<file path="src/rtl/ahb_mux_param.sv">
// rtl/ahb_mux_param.sv - AHB-Lite address decoder, slave response mux and built-in default error slave.
// Optional wait-state watchdog enabled by defining AHB_MUX_TIMEOUT_EN.
module ahb_mux_param #(
    parameter int                 NSLV        = 2,
    parameter logic [NSLV*32-1:0] SLV_BASE    = {32'h0002_0000, 32'h0000_0000},
    parameter logic [NSLV*32-1:0] SLV_MASK    = {32'hFFFF_FFF0, 32'hFFFF_0000},
    parameter int                 TIMEOUT_CYC = 256
) (
    input  logic                 clk,
    input  logic                 rst,
    input  logic [31:0]          m_haddr,
    input  logic [1:0]           m_htrans,
    input  logic                 m_hwrite,
    input  logic [2:0]           m_hsize,
    input  logic [2:0]           m_hburst,
    input  logic [31:0]          m_hwdata,
    output logic [31:0]          m_hrdata,
    output logic                 m_hready,
    output logic                 m_hresp,
    output logic [NSLV-1:0]      s_hsel,
    output logic [31:0]          s_haddr,
    output logic [1:0]           s_htrans,
    output logic                 s_hwrite,
    output logic [2:0]           s_hsize,
    output logic [2:0]           s_hburst,
    output logic [31:0]          s_hwdata,
    output logic                 s_hready,
    input  logic [NSLV*32-1:0]   s_hrdata,
    input  logic [NSLV-1:0]      s_hreadyout,
    input  logic [NSLV-1:0]      s_hresp,
    output logic                 timeout_irq
);

    localparam int IDXW = (NSLV > 1) ? $clog2(NSLV) : 1;

    typedef enum logic [1:0] {SEL_NONE, SEL_DS, SEL_SLV} sel_e;
    typedef enum logic [1:0] {DS_IDLE, DS_ERR1, DS_ERR2} ds_state_e;

    sel_e            dsel;
    logic [IDXW-1:0] dsel_idx;
    ds_state_e       ds_state, ds_next;

    logic            active, dec_hit, dec_ds;
    logic [IDXW-1:0] dec_idx;
    logic [31:0]     slv_rdata;
    logic            slv_ready, slv_resp;
    logic            stall;

    assign s_haddr  = m_haddr;
    assign s_htrans = m_htrans;
    assign s_hwrite = m_hwrite;
    assign s_hsize  = m_hsize;
    assign s_hburst = m_hburst;
    assign s_hwdata = m_hwdata;
    assign s_hready = m_hready;

    assign active = m_htrans[1];
    assign dec_ds = active && !dec_hit;

    // Descending scan so the lowest matching slot wins.
    always_comb begin
        dec_hit = 1'b0;
        dec_idx = '0;
        for (int i = NSLV - 1; i >= 0; i--) begin
            if ((m_haddr & SLV_MASK[32*i +: 32]) == SLV_BASE[32*i +: 32]) begin
                dec_hit = 1'b1;
                dec_idx = IDXW'(i);
            end
        end
        s_hsel = '0;
        for (int i = 0; i < NSLV; i++) begin
            s_hsel[i] = active && dec_hit && (dec_idx == IDXW'(i));
        end
    end

    always_comb begin
        slv_rdata = '0;
        slv_ready = 1'b1;
        slv_resp  = 1'b0;
        for (int i = 0; i < NSLV; i++) begin
            if (dsel_idx == IDXW'(i)) begin
                slv_rdata = s_hrdata[32*i +: 32];
                slv_ready = s_hreadyout[i];
                slv_resp  = s_hresp[i];
            end
        end
    end

    // Error sequencing overrides whatever dsel points at (default slave or watchdog abort).
    always_comb begin
        m_hrdata = '0;
        m_hready = 1'b1;
        m_hresp  = 1'b0;
        case (ds_state)
            DS_ERR1: begin
                m_hready = 1'b0;
                m_hresp  = 1'b1;
            end
            DS_ERR2: begin
                m_hresp  = 1'b1;
            end
            default: begin
                if (dsel == SEL_SLV) begin
                    m_hrdata = slv_rdata;
                    m_hready = slv_ready;
                    m_hresp  = slv_resp;
                end
            end
        endcase
    end

    assign stall = (ds_state == DS_IDLE) && (dsel == SEL_SLV) && !slv_ready;

`ifdef AHB_MUX_TIMEOUT_EN
    localparam int CNTW = $clog2(TIMEOUT_CYC + 1);

    logic [CNTW-1:0] wd_cnt;
    logic            wd_fire;

    assign wd_fire = stall && (wd_cnt == CNTW'(TIMEOUT_CYC - 1));

    always_ff @(posedge clk) begin
        if (rst) begin
            wd_cnt      <= '0;
            timeout_irq <= 1'b0;
        end else begin
            timeout_irq <= wd_fire;
            if (stall && !wd_fire) begin
                wd_cnt <= wd_cnt + 1'b1;
            end else begin
                wd_cnt <= '0;
            end
        end
    end
`else
    logic wd_fire;

    assign wd_fire     = 1'b0;
    assign timeout_irq = 1'b0;
`endif

    always_comb begin
        ds_next = DS_IDLE;
        if (ds_state == DS_ERR1) begin
            ds_next = DS_ERR2;
        end else if ((m_hready && dec_ds) || wd_fire) begin
            ds_next = DS_ERR1;
        end
    end

    always_ff @(posedge clk) begin
        if (rst) begin
            ds_state <= DS_IDLE;
            dsel     <= SEL_NONE;
            dsel_idx <= '0;
        end else begin
            ds_state <= ds_next;
            if (m_hready) begin
                dsel     <= !active ? SEL_NONE : (dec_hit ? SEL_SLV : SEL_DS);
                dsel_idx <= dec_idx;
            end
        end
    end

endmodule

</file>
<file path="config.mk">
export PLATFORM = sky130hd
export DESIGN_NAME = ahb_mux_param
export DESIGN_NICKNAME = d
export VERILOG_FILES = /design/src/rtl/ahb_mux_param.sv
export SDC_FILE = /design/constraint.sdc
export NUM_CORES = 1
export LEC_CHECK = 0
export CAP_MARGIN = 30
export CORE_AREA = 2 2 98 100
export DETAILED_ROUTE_END_ITERATION = 6
export DIE_AREA = 0 0 100 102
export DONT_BUFFER_PORTS = 1
export SKIP_LAST_GASP = 1
export SYNTH_ARGS = -nofsm -noshare
export SYNTH_HDL_FRONTEND = slang
export SYNTH_SLANG_ARGS = --single-unit
</file>
<file path="constraint.sdc">
create_clock -name clk -period 2.8 [get_ports clk]
set_input_delay 0.56 -clock clk [delete_from_list [all_inputs] [get_ports clk]]
set_output_delay 0.56 -clock clk [all_outputs]
set_load 0.02 [all_outputs]
</file>
Yosys cells after proc, flatten, opt, wreduce, memory -nomap -nowiden

Index checks and enable logic that the tools add are counted.

Equality and inequality tests: 4
Muxes and demuxes: 16
Reductions and logical operators: 9
Bitwise operators: 1

Operator list:

| operator                                         | count |
|---|---|
| two-way mux 32 bit                               | 3 |
| zero test 32 bit                                 | 1 |
| == test 28 x 14 -> 1 bit (second input constant) | 1 |
| two-way mux 1 bit                                | 9 |
| two-way mux 2 bit                                | 3 |
| logical AND 1 bit                                | 5 |
| == test 2 bit (second input constant)            | 2 |
| OR reduction 2 bit                               | 2 |
| == test 2 x 1 -> 1 bit (second input constant)   | 1 |
| case mux 1 bit (2 select lines)                  | 1 |
| zero test 1 bit                                  | 1 |
| NOT 1 bit                                        | 1 |

Register bits: 5
Output and inout port bits: 111

Longest topological paths before layout

Word-level depth: 8
Gate-level depth with buffers: 7
Mapped depth without buffers: 7

Least setup slack after synthesis

OpenSTA, ideal clock, no wires.

Path kind: input port to output port
Start: input m_haddr[21]
End: output s_hsel[1]
Setup slack: 0.646 ns
Cell stages on the path: 4
Arrival: 1.594 ns
Path through: nor4_1 > nand4_1 > or2_2 > nor2_1

Word-level cells in the longest chain between the ends: 5

Ends and longest elaborated chain:

| element                        | line | RTL |
|---|---|---|
| start, declared                | 11   | `input logic [31:0] m_haddr,` |
| == test 28 x 14 -> 1 bit       | 65   | `if ((m_haddr & SLV_MASK[32*i +: 32]) == SLV_BASE[32*i +: 32]) begin` |
| two-way mux 1 bit (2 in a row) | 65   |  |
| logical AND 1 bit              | 72   | `s_hsel[i] = active && dec_hit && (dec_idx == IDXW'(i));` |
| logical AND 1 bit *            | 72   |  |
| end, declared                  | 20   | `output logic [NSLV-1:0] s_hsel,` |

Every way passes the cells marked *; elsewhere a longest branch is shown, timed or not.

Final worst setup path

Start: register ds_state[0]
End: output m_hrdata[0]

Word-level cells in the longest chain between the ends: 3

Ends and longest elaborated chain:

| element                                                        | line | RTL |
|---|---|---|
| start, declared                                                | 41   | `ds_state_e ds_state, ds_next;` |
| start signal, assigned                                         | 157  | `ds_state <= ds_next;` |
| == test 2 x 1 -> 1 bit / == test 2 bit (equally long branches) | 94   | `case (ds_state)` |
| OR reduction 2 bit (no source line) *                          | -    |  |
| two-way mux 32 bit *                                           | 94   |  |
| end, declared                                                  | 17   | `output logic [31:0] m_hrdata,` |

Marks and branches as above.

==> results.toml <==
[clock_network]
htree_levels = 1
cts_setup_buffers = 0
cts_buffers = 3
clock_latency_ps = 220
clkTransAtPathRegs_ps = 30
clockBufferDepth = 2
ctsHoldBuffers = 0
cts_resized = 0
cts_tree = "done"
clock-sinks = 5
cts_root_buf = "clkbuf_8"

[power]
clkPwrFrac = 0.368
leakage_nw = 0.456
irDropWorstVdd_mv = 0.106
netSwitchingFraction = 0.337
powerDensity_nw_per_um2 = 276
internal-power_w = 0.000235
power_frac_comb = 0.408
seqPwrFrac = 0.224
net-switching-power_w = 0.000119

[floorplanning]
die_area_um2 = 10200
die_h_um = 102
die_x_um = 100
io-pin-count = 254
initial_core_util = 0.154
core_area_um2 = 9110
core.rowCount = 35

[outcome]
status = "complete, no violations"

[grt]
grt_remaining_overflow = 0
grt_antenna_before_repair = 0
grt_max_degree = 28
grt_pass1_wl_um = 4910
grt_usage = 0.0653
grt_pass1_vias = 943

[drt]
postRouteWirelength_um = 4010
vias_per_cell = 4.07
ant_nets = 0
vias = 1049
route.detailed.drc = 0
wl_per_cell_um = 15.5
drt_iter0_markers = 10
detail_route.first_pass.iterations = 3

[sta]
grt_setup_unrepaired = "no"
maxSlewViolCount = 0
period_minus_slack_ps = 2450
relSlewSlack = 0.553
finalCritPeriodShare = 0.875
worst_slew_pin_slew_ps = 664
setup_violations = 0
whs_ps = 412
hold_viol = 0
fin_setup_tns_ps = 0
finClkSkew_ps = 2.17
fmax_mhz = 408

[yosys]
ys_ff_latch = 5
yosysSeqAreaShare = 0.0712
ys_warn_count = 0
syn_inst = 189
synth.net_count = 334
syn_avg_cell_area_um2 = 7.43
synth_area_um2 = 1410
yosys.cell_types.count = 29

[worst_setup_path]
worst_path_max_delay_cell = "ha_1"
critPathLaunchType = "register"
path_class = "register to output pin"
worstPathArrival_ps = 1890
cp-end-kind = "output pin"
path_max_fanout = 27
slowest_delay_ps = 360
crit_path_cell_trace = "inv_1 -> ha_1 -> nand3b_1 -> buf_12 -> nor2_1 -> buf_4"
critPathRequiredTime_ps = 2240

[layout]
area.growth.synth_to_final_pct = -8.55
nets = 293
layout_common_cells = "36 x nor2_1, 34 x buf_4, 33 x mux2i_1"
layout_commonest_cell = "nor2_1"
fillers = 1052
final_cell_area_um2 = 1280
drive_gt1_frac = 0.320
antenna_cells = 0

[placement]
port_buffers = 0
routabilityCongestion = 0.677
dpl.hpwl_um = 3470
detailed_place.area_um2 = 1240

[min_path]
hp-class = "primary input to register"

[flow_run]
maxCapViolCount = 0
-- per-stage QoR --
stage,worst slack [ps],cells,util,total power (W)
after floorplan,646,189,-,0.000331
after global routing,134,258,0.141,0.000382
after CTS,285,258,0.141,0.000363
final,350,258,0.141,0.000354
after detailed placement,475,254,0.136,0.000227
after global placement,518,254,0.136,0.000223
-- logic make-up (layout without fill, tap and decap cells) --
group | Yosys count | after routing | synth area share
DFF | 5 | 5 | 0.0712
muxes | 34 | 34 | 0.246
adders and majority gates | 2 | 2 | 0.0178
AOI/OAI and AO/OA | 8 | 8 | 0.0499
buffers and inverters | 89 | 47 | 0.446
and+or+nand+nor | 50 | 50 | 0.167
other | 1 | 1 | 0.00267
-- power groups by stage --
stage          combinational [W]  sequential (W)  clock (W)
6_report                0.000144       0.0000794   0.000130
5_1_grt                 0.000157       0.0000801   0.000146
4_1_cts                 0.000147       0.0000794   0.000136
3_5_place_dp            0.000146       0.0000805          0
3_3_place_gp            0.000143       0.0000801          0
2_1_floorplan           0.000251       0.0000797          0
-- Yosys cell counts, drive strengths merged --
cell type	instances	area [um2]
buf	79	589
nor2	36	135
mux2i	33	330
inv	7	26.3
dfxtp	5	100
nor4	5	37.5
clkbuf	3	11.3
ha	2	25.0
nand4	2	12.5
nor3	2	10.0
a31o	1	8.76
a41oi	1	8.76
conb	1	3.75
mux2	1	15.0
nand2	1	3.75
nand3b	1	7.51
nor2b	1	6.26
nor4b	1	15.0
o2111ai	1	8.76
o21ai	1	5.00
o22ai	1	12.5
o311a	1	10.0
o31ai	1	7.51
o41ai	1	8.76
or2	1	6.26
-- final timing paths --
check | end | slack [ps] | cells after the start | start
worst max-delay path | m_hrdata[0] | 350 | 6 | ds_state[0]
worst min-delay path | ds_state[1] | 410 | 1 | rst
worst max register to register | dsel[0] | 820 | 8 | ds_state[0]
worst min register to register | dsel[0] | 480 | 2 | dsel[0]
-- worst max-delay path, delay by kind of cell (launching register included) --
kind | cells | cell delay (ps)
buffers and inverters | 3 | 490
AND/OR/NAND/NOR | 2 | 470
adder cells (fa/ha/maj) | 1 | 360
flip-flops | 1 | 330
-- state kept, by name, indices dropped and copies added, names as in the netlist --
register / flops
ds_state: 2
dsel: 2
dsel_idx: 1
-- metal layers --
metal  GRT usage  share of wire
met1      0.0763           0.38
met3      0.0308           0.13
met4      0.0348          0.031
met5           0              0
met2      0.0998           0.46
-- area by class of cell --
cell class / instances / area (um2) / share of cell area
multi-input combinational: 95 / 678 / 0.528
timing repair buffer: 36 / 295 / 0.230
tap: 111 / 139 / 0.108
sequential: 5 / 101 / 0.0789
clock buffer: 4 / 45.0 / 0.0351
inverter: 7 / 26.3 / 0.0204
(Power assumes the default switching activity.)
